--- config.mk ---
export PLATFORM = sky130hd
export DESIGN_NAME = fact_accel_mmio
export DESIGN_NICKNAME = d
export VERILOG_FILES = /design/src/rtl/fact_accel_mmio.sv
export SDC_FILE = /design/constraint.sdc
export NUM_CORES = 1
export LEC_CHECK = 0
export ABC_AREA = 1
export CAP_MARGIN = 20
export CORE_UTILIZATION = 60
export CTS_CLUSTER_DIAMETER = 40
export DETAILED_ROUTE_END_ITERATION = 6
export PLACE_DENSITY = 0.93
export REMOVE_ABC_BUFFERS = 1
export SETUP_SLACK_MARGIN = 0.1
export SLEW_MARGIN = 5
export SYNTH_ARGS = -nofsm -noshare
export SYNTH_HDL_FRONTEND = slang
export SYNTH_SLANG_ARGS = --single-unit
--- constraint.sdc ---
create_clock -name clk -period 3.8 [get_ports clk]
set_clock_uncertainty 0.05 [all_clocks]
set_input_delay 0.95 -clock clk [delete_from_list [all_inputs] [get_ports clk]]
set_output_delay 0.95 -clock clk [all_outputs]
set_load 0.02 [all_outputs]
--- src/rtl/fact_accel_mmio.sv ---
// rtl/fact_accel_mmio.sv - memory-mapped iterative factorial accelerator with W1C status and irq
module fact_accel_mmio #(
   parameter int DATA_W = 32,
   parameter int N_W    = 4
) (
   input  logic              clk,
   input  logic              rst,
   input  logic [1:0]        A,
   input  logic              WE,
   input  logic [DATA_W-1:0] WD,
   output logic [DATA_W-1:0] RD,
   output logic              irq
);

   typedef enum logic {IDLE, CALC} state_t;

   localparam logic [N_W-1:0]    CNT_ONE = N_W'(1);
   localparam logic [DATA_W-1:0] ACC_ONE = DATA_W'(1);

   state_t              state, state_next;
   logic [N_W-1:0]      n_reg;
   logic [N_W-1:0]      cnt;
   logic [DATA_W-1:0]   acc;
   logic [DATA_W-1:0]   result;
   logic                ie, done, err;
   logic                busy;
   logic                go_wr;
   logic                last_step;
   logic [2*DATA_W-1:0] product;
   logic                unused_wd;

   assign busy      = (state == CALC);
   assign go_wr     = WE && (A == 2'd1) && WD[0];
   assign last_step = (cnt <= CNT_ONE);
   // Full-width product so the upper half exposes overflow of the truncated accumulator.
   assign product   = {{DATA_W{1'b0}}, acc} * {{(2*DATA_W-N_W){1'b0}}, cnt};
   assign irq       = ie & done;
   assign unused_wd = ^WD;

   // State register.
   always_ff @(posedge clk) begin
      if (rst) state <= IDLE;
      else     state <= state_next;
   end

   // Next-state: GO from IDLE starts, CALC ends once the counter reaches 1 or 0.
   always_comb begin
      state_next = state;
      case (state)
         IDLE: if (go_wr) state_next = CALC;
         CALC: if (last_step) state_next = IDLE;
         default: state_next = IDLE;
      endcase
   end

   // Registers and datapath; hardware set of DONE/ERR is placed last so it beats a W1C in the same cycle.
   always_ff @(posedge clk) begin
      if (rst) begin
         n_reg  <= '0;
         cnt    <= '0;
         acc    <= '0;
         result <= '0;
         ie     <= 1'b0;
         done   <= 1'b0;
         err    <= 1'b0;
      end else begin
         if (WE && (A == 2'd0) && !busy) n_reg <= WD[N_W-1:0];
         if (WE && (A == 2'd1)) ie <= WD[1];
         if (WE && (A == 2'd2)) begin
            if (WD[0]) done <= 1'b0;
            if (WD[1]) err  <= 1'b0;
         end
         case (state)
            IDLE: begin
               if (go_wr) begin
                  cnt  <= n_reg;
                  acc  <= ACC_ONE;
                  done <= 1'b0;
                  err  <= 1'b0;
               end
            end
            CALC: begin
               if (last_step) begin
                  result <= acc;
                  done   <= 1'b1;
               end else begin
                  acc <= product[DATA_W-1:0];
                  if (|product[2*DATA_W-1:DATA_W]) err <= 1'b1;
                  cnt <= cnt - CNT_ONE;
               end
            end
            default: ;
         endcase
      end
   end

   // Read mux; every field is zero-extended to the bus width.
   always_comb begin
      RD = '0;
      case (A)
         2'd0: RD = DATA_W'(n_reg);
         2'd1: RD = DATA_W'({ie, 1'b0});
         2'd2: RD = DATA_W'({busy, err, done});
         2'd3: RD = result;
         default: RD = '0;
      endcase
   end

endmodule

### After elaboration in Yosys (flattened, before gate mapping)

Index checks and enable logic that the tools add are counted.

* register bits: 76
* bits of input ports: 37
* logic and storage cells: 49
* output and inout port bits: 33

* reductions and logical operators: 10
* $mul: 1
* magnitude comparators: 1
* bitwise gates (word level): 2
* $add $sub $neg: 1
* equality and inequality tests: 5
* muxes and demuxes: 21

Operator list (number)
* $pmux 32 s4: 1
* $mux 32: 2
* $pmux 32 s2: 1
* $mul 32x4->36: 1
* $mux 1: 11
* $mux 4: 2
* $pmux 4 s2: 1
* $pmux 1 s2: 3
* $logic_and 1x1->1: 5
* $eq 2x2->1 const B: 2
* $le 4x1->1 const B: 1
* $ne 2x2->1 const B: 2
* $reduce_and 2->1: 2
* $reduce_or 4->1: 1
* $sub 4x1->4 const B: 1
* $eq 2x1->1 const B: 1
* $logic_not 2->1: 1
* $and 1x1->1: 1
* $logic_not 1->1: 1
* $not 1->1: 1

### Logic depth before layout (Yosys ltp)

Gate-level depths: netlist of the first run.

* word-level depth: 6
* mapped depth: 25
* mapped depth without buffers: 23

### Worst setup path before layout of the first run

OpenSTA, ideal clock, no wires.

* path kind: register -> register
* from: register cnt[1]
* to: register acc[16]
* arrival: 3.304 ns
* period minus slack after synthesis: 3.471 ns
* library setup time: 0.117 ns
* path buffers: 2
* cell stages (with the launch flop): 16
* path slack: 0.329 ns
* required time: 3.633 ns
* cells stage by stage: dfxtp_1 -> clkbuf_1 -> clkbuf_1 -> nand2_1 -> fa_1 -> inv_1 -> fa_1 -> fa_1 -> nand2_1 -> nand3_1 -> nand3_1 -> nand3_1 -> nand2_1 -> nand2_1 -> or2_2 -> a32o_1

* longest elaborated chain between the ends: 3
* elaborated cells between the ends (all ways): 6
* those cells by class: 1 x mul; 1 x order compare; 1 x eq/ne; 2 x mux; 1 x reduce/logical

Ends and longest elaborated chain
* start, declared: line 22 `logic [N_W-1:0] cnt;`
* start signal, assigned: line 76 `cnt <= n_reg;`
* start signal, assigned: line 89 `cnt <= cnt - CNT_ONE;`
* $mul 32x4->36 or $le 4x1->1 (tied branches): line 36, 34
* $mux 32 or $ne 2x2->1 (tied branches)
* $pmux 32 s2 or $reduce_and 2->1 (tied branches)
* end signal, assigned: line 87 `acc <= product[DATA_W-1:0];`
* end, declared: line 23 `logic [DATA_W-1:0] acc;`

Several ways; a longest one is shown, not always the timed one. The select of a mux whose other input is x is not followed.
A chain may end at the register's enable or synchronous reset.

### Worst setup path in the final report of the first run

* from: register cnt[2]
* to: register acc[28]

The elaborated chain is that of the path after synthesis.

==> results of run 1 <==
cell type report:
type                            instances  area (sq um)  area share, %
Tap cell                              168           210           2.37
Clock buffer                           10           239           2.70
Multi-Input combinational cell        758          5020           56.6
Clock inverter                          6          47.5          0.537
Sequential cell                        76          1530           17.2
Timing Repair Buffer                   62           663           7.49
Inverter                              307          1150           13.0
timing repair:
action	4_1_cts	5_1_grt
pin swaps	0	13
buffers inserted	0	5
cloned	1	1
endpoints found under the hold margin	0	0
setup endpoints to repair	2	21
gates resized for setup	2	63
worst paths after layout:
check | end | depth (start not counted) | from | slack (ps)
hold / removal | result[10] | 2 | result[10] | 400
setup reg to reg | acc[28] | 19 | cnt[2] | 70
setup / recovery | acc[28] | 19 | cnt[2] | 70
hold reg to reg | result[10] | 2 | result[10] | 400
cells in the mapped netlist (3+ instances only):
| library cell | count | area (sq um) |
|---|---|---|
| nand2_1 | 313 | 1170 |
| inv_1 | 302 | 1130 |
| a21oi_1 | 82 | 410 |
| nor2_1 | 79 | 297 |
| dfxtp_1 | 76 | 1520 |
| fa_1 | 60 | 1200 |
| o21ai_0 | 60 | 300 |
| ha_1 | 42 | 526 |
| nand3_1 | 31 | 155 |
| clkbuf_1 | 23 | 86.3 |
| o21ai_1 | 17 | 85.1 |
| nand2_2 | 9 | 56.3 |
| buf_2 | 7 | 35.0 |
| o21bai_1 | 7 | 52.6 |
| or2_2 | 7 | 43.8 |
| a32o_1 | 5 | 50.1 |
| inv_2 | 5 | 18.8 |
| nor3_2 | 4 | 40.0 |
| a22o_1 | 3 | 26.3 |
| buf_4 | 3 | 22.5 |
| buf_6 | 3 | 33.8 |
| nand3_2 | 3 | 30.0 |
| nor3_1 | 3 | 15.0 |
| xor2_1 | 3 | 26.3 |
power groups by stage:
stage | sequential [uW] | clock (uW) | combinational, uW
2_1_floorplan | 835 | 0 | 52.4
3_3_place_gp | 833 | 0 | 102
3_5_place_dp | 833 | 0 | 105
4_1_cts | 815 | 869 | 107
5_1_grt | 816 | 905 | 119
6_report | 815 | 872 | 110
through the flow:
step	hold slack, ps	total power, uW	area (sq um)	TNS (ps)	cells
floorplan	377	888	7400	0	1141
global route	416	1840	8860	-21.7	1387
global placement	389	935	8180	0	1364
detailed placement	393	938	8180	0	1364
finish	402	1800	8860	0	1387
CTS	403	1790	8500	0	1381
metal layers:
| metal | routed length (microns) | up-vias | global-route usage [%] |
|---|---|---|---|
| met3 | 1770 | 59 | 4.98 |
| met2 | 9550 | 379 | 52.4 |
| met5 | 0 | - | 0 |
| li1 | - | 3599 | - |
| met4 | 607 | 0 | 12.4 |
| met1 | 8590 | 3457 | 43.1 |
cell usage in the layout, fill, tap and decap left out, types with 3 or more instances in the layout:
master / synthesis / layout
a32o_1: 5 / 5
nand3_2: 3 / 5
clkinv_4: 0 / 3
nand2_1: 313 / 302
nor2_2: 2 / 6
a22o_1: 3 / 3
dfxtp_1: 76 / 73
o21bai_1: 7 / 7
nand2_2: 9 / 19
nand3_1: 31 / 29
nor2_1: 79 / 75
or2_2: 7 / 7
a21oi_2: 2 / 22
nor3_1: 3 / 3
ha_2: 0 / 5
o21ai_1: 17 / 18
buf_12: 0 / 4
ha_1: 42 / 26
inv_1: 302 / 302
inv_2: 5 / 5
clkbuf_16: 0 / 10
clkdlybuf4s50_1: 0 / 41
o21ai_0: 60 / 58
xor2_1: 3 / 3
ha_4: 0 / 11
nor3_2: 4 / 4
a21oi_1: 82 / 62
fa_1: 60 / 59
buf_4: 3 / 13
tightest hold or removal path, stage by stage, from the launching register on:
cell and delay [ps]:
dfxtp_1 300, inv_1 60, a21oi_1 50
cell families (layout without fill, tap and decap cells):
family | after synthesis | after routing
AOI/OAI and AO/OA | 191 | 191
xor gates and xnor gates | 3 | 3
adders and majority gates | 102 | 102
buffers and inverters | 343 | 385
DFF | 76 | 76
and+or+nand+nor | 462 | 462
==> reports/qor.yml, run 1 <==
timing:
  final.setup.worst_slack_ps: 72.6
  setup_viol: 0
  maxSlewViolCount: 0
  worst_pin_slew_ps: 548
  max_freq_mhz: 268
  fin_crit_ps: 3730
  slew_headroom_pct: 63.3
  finalCritPeriodShare_pct: 98.1
  timing.final.hold_violations: 0
  rsz0062_at_grt: "true"
setup_path:
  worst-path-buf-inv: 3
  crit_required_ps: 4050
  cp-end-kind: "register"
  critPathKind: "register to register"
  cp_top_family: "adder cells"
  worstSetupStartpointType: "register"
  cp_max_fo: 8
  crit_slowest_cell: "fa_1"
  cp.arrival_ps: 3980
  path_common_cell: "nand2_1"
  slowest_delay_ps: 500
  crit_chain: "buf_12 > nand2_1 > fa_1 > inv_1 > fa_2 > fa_1 > nand2_1 > nand3_1 > nand3_2 > nand3_2 > nand2_1 > nand2_2 > nand2_1 > nand2_1 > nand2_1 > inv_1 > o21ai_1 > nand3_1 > nand2_1"
clock_tree:
  clk_pin_slew_ps: 70
  clkSinkCount: 76
  worstSkewPairLatency_ps: 370
  htreeDepth: 3
  holdBufCountCts: 0
  cts_tree: "yes"
  clockRootBuffer: "clkbuf_16"
  cts_made_buffers: 9
  clockBufferDepth: 2
synthesis:
  syn_area_sq_mm: 0.00758
  synth_top_family_by_area: "simple AND/OR/NAND/NOR gates"
  synth_async_sr_flop_share_pct: 0
  synth_compound_area_share_pct: 13.9
  yosysUniqueCellTypes: 43
  synth-seq-cells: 76
  synth.area.mux_share_pct: 0
  yosysSeqAreaShare_pct: 20.1
  netlist_instances: 1177
  synth_edf_count: 0
  ys.flop_type: "dfxtp_1"
  syn_avg_cell_area_sq_um: 6.44
  synth_warnings: 0
  yosys.area_share.adder_pct: 22.8
  synthSimpleGateAreaFrac_pct: 25.3
  synth-xor-area-share_pct: 0.347
placed_design:
  io_buffers: 41
  place_congestion: 0.939
  post-place-ws_ps: 45.1
  dpl.hpwl_microns: 13900
power:
  ir_worst_vdd_mv: 0.178
  pwr-share-clk_pct: 48.5
  p_leak_uw: 0.00477
  seqPwrFrac_pct: 45.4
  p_int_uw: 1310
  switching_power_uw: 484
  switching_share_pct: 26.9
  power_frac_comb_pct: 6.1
  p_per_area_mw_per_mm2: 203
die:
  num_rows: 40
  fp.dieH_microns: 114
  die_area_sq_mm: 0.0131
  ios: 70
  initial_core_util_pct: 62.3
  dieWidth_microns: 114
  core_sq_mm: 0.0122
detailed_routing:
  via_per_inst: 5.40
  wl_per_cell_microns: 14.8
  totalWireLength_microns: 20500
  drc: 0
  drt_pass1_iterations: 6
  ant_nets: 0
  routed-via-count: 7494
  drt_iter0_markers: 739
global_route:
  grt_pass1_vias: 7014
  grt_max_degree: 40
  grt_usage_pct: 32.2
  antenna_found_initial: 0
  grt_overflow: 0
  grt_pass1_wl_microns: 33100
final_layout:
  finish.net_count: 1353
  area_delta_synth_final_pct: 16.8
  n_fill_cell: 947
  final_util_pct: 72.8
  drive_above_1_share_pct: 10.9
  diodes: 0
  reg_top3: "acc: 32 flops, result: 32 flops"
job:
  drv_cap: 0
worst_hold_path:
  hold_path.class: "register to register"
run_status:
  status: "complete, no violations"
(Power assumes the default switching activity.)
==> run 2, diff against run 1 <==
GPL_TIMING_DRIVEN = 0   (was unset)
SLEW_MARGIN = 20   (was 5)
==> reports/qor.yml, run 2 (synthesized netlist as in run 1, its figures left out) <==
run_status:
  status: "complete, no violations"
timing:
  worst_pin_slew_ps: 835  # +287 ps
  maxSlewViolCount: 0  # unchanged
  fin_crit_ps: 3600  # -125 ps
  setup_tns_ps: 0  # unchanged
  setup_viol: 0  # unchanged
  final.setup.worst_slack_ps: 198  # +125 ps
  slew_headroom_pct: 44.2  # -19 points
  timing.final.hold_violations: 0  # unchanged
  max_freq_mhz: 278  # +3.5%
  finalCritPeriodShare_pct: 94.8  # -3.3 points
  rsz0062_at_grt: "false"
clock_tree:
  cts_made_buffers: 9  # unchanged
  clk_pin_slew_ps: 70  # about the same
  worstSkewPairLatency_ps: 360  # about the same
  clockRootBuffer: "clkbuf_16"
  cts_tree: "yes"
  htreeDepth: 3  # unchanged
  clkSinkCount: 76  # unchanged
  clockBufferDepth: 2  # unchanged
die:
  fp.dieH_microns: 114  # unchanged
  num_rows: 40  # unchanged
  dieWidth_microns: 114  # unchanged
  initial_core_util_pct: 62.3  # unchanged
  core_sq_mm: 0.0122  # unchanged
  ios: 70  # unchanged
  die_area_sq_mm: 0.0131  # unchanged
setup_path:
  cp_top_family: "adder cells"
  path_common_cell: "nand2_1"
  crit_required_ps: 4000  # -50 ps
  cp_max_fo: 17  # +9
  crit_end: "err"
  cp-end-kind: "register"
  critPathKind: "register to register"
  crit_chain: "buf_16 > nand2_1 > inv_1 > fa_1 > inv_1 > fa_1 > inv_1 > ha_4 > nand2_1 > nor2_2 > nand2_1 > nor2_1 > nand2_1 > nand3_1 > nand2_1 > nor2_2 > nand2_2 > nand2_1 > nand2_1"
  worstRegToRegCells: 19  # unchanged
  crit_slowest_cell: "fa_1"
  reg2reg_from: "cnt[3]"
  reg2reg_to: "err"
  worstSetupStartpointType: "register"
  crit_start: "cnt[3]"
  cp.arrival_ps: 3810  # -170 ps
  crit_cells: 19  # unchanged
  r2r_slack_ps: 200  # +130 ps
  slowest_delay_ps: 570  # +70 ps
  worst-path-buf-inv: 4  # +1
final_layout:
  n_fill_cell: 913  # -3.6%
  finish.net_count: 1343  # -0.74%
  multi_input_comb_area_sq_mm: 0.00520  # +3.6%
  reg_top3: "acc: 32 flops, result: 32 flops"
  seq_area_sq_mm: 0.00154  # +0.65%
  area_delta_synth_final_pct: 18.8
  final_area_sq_mm: 0.00901  # +1.7%
  diodes: 0  # unchanged
  drive_above_1_share_pct: 12.6  # +1.7 points
  layout_common_cells: "inv_1, nand2_1, dfxtp_1"
  layout_commonest_cell: "inv_1"
global_route:
  antenna_found_initial: 0  # unchanged
  grt_overflow: 0  # unchanged
  grt_max_degree: 40  # unchanged
  grt_pass1_vias: 6966  # -0.68%
  grt_pass1_wl_microns: 32800  # -1.0%
  grt_usage_pct: 32.0  # -0.18 points
power:
  p_leak_uw: 0.00482  # +0.91%
  p_per_area_mw_per_mm2: 204  # +0.58%
  ir_worst_vdd_mv: 0.152  # -15%
  p_total_uw: 1840  # +2.3%
detailed_routing:
  via_per_inst: 5.46  # +1.1%
  totalWireLength_microns: 21300  # +4.0%
  drt_pass1_iterations: 6  # unchanged
  drt_iter0_markers: 809  # +9.5%
  ant_nets: 0  # unchanged
  routed-via-count: 7520  # +0.35%
  wl_per_cell_microns: 15.5  # +4.7%
  drc: 0  # unchanged
placed_design:
  place_congestion: 0.971  # +3.4%
  post-place-ws_ps: -378  # -423 ps
  io_buffers: 41  # unchanged
  dpl_cell_area_sq_mm: 0.00805  # -1.6%
  dpl.hpwl_microns: 13400  # -3.5%
job:
  drv_cap: 0  # unchanged
worst_hold_path:
  hold_path.class: "register to register"
[run 2: cell count changes in the layout (fill, tap and decap cells not counted), sizes merged]
cell and delta:
buf -9, bufinv +1, clkbuf -1, clkdlybuf4s50 -2
clkinv -2, clkinvlp +1, dlygate4sd2 +2
[run 2: power by group]
group	internal [uW]	switching [uW]
registers	807	8.75
logic	38.4	72.5
clock network	515	396
total	1360	477
[run 2: area by class of cell]
cell class	instances	share of cell area [%]
inverter	307	12.8
clock buffer	10	2.54
sequential	76	17.1
clock inverter	6	0.792
tap	168	2.33
multi-input combinational	758	57.7
timing repair buffer	52	6.79
[run 2: timing repair]
item	4_1_cts	5_1_grt
pin swaps	0	15
resized for setup	7	106
hold buffers	0	0
setup buffers	8	1
setup endpoints to repair	48	10
[run 2: worst min-delay path, cell delays in order (launching register included)]
cell	delay (ps)
dfxtp_1	300
inv_1	60
a21oi_1	50
[run 2: metal layers]
metal / vias to the layer above / share of wire (%) / global-route usage [%]
met1: 3545 / 42 / 42.5
met3: 63 / 7.8 / 4.50
met5: - / 0 / 0
li1: 3580 / - / -
met2: 332 / 47 / 52.8
met4: 0 / 3.4 / 12.6
[run 2: how the worst min path moves through the flow]
stage / slack, ps / depth (start not counted) / end / startpoint
floorplan: 380 / 2 / result[3] / result[3]
global placement: 390 / 2 / result[3] / result[3]
detailed placement: 400 / 2 / result[5] / result[5]
CTS: 410 / 2 / result[30] / result[30]
global route: 430 / 2 / result[26] / result[26]
finish: 400 / 2 / result[20] / result[20]
[run 2: metrics by stage]
| stage | std cells | hold slack, ps | utilization [%] |
|---|---|---|---|
| after CTS | 1375 | 406 | 70.0 |
| after global routing | 1377 | 425 | 74.1 |
| after floorplan | 1141 | 377 | - |
| after detailed placement | 1351 | 396 | 66.2 |
| final | 1377 | 403 | 74.1 |
| after global placement | 1350 | 390 | 66.0 |
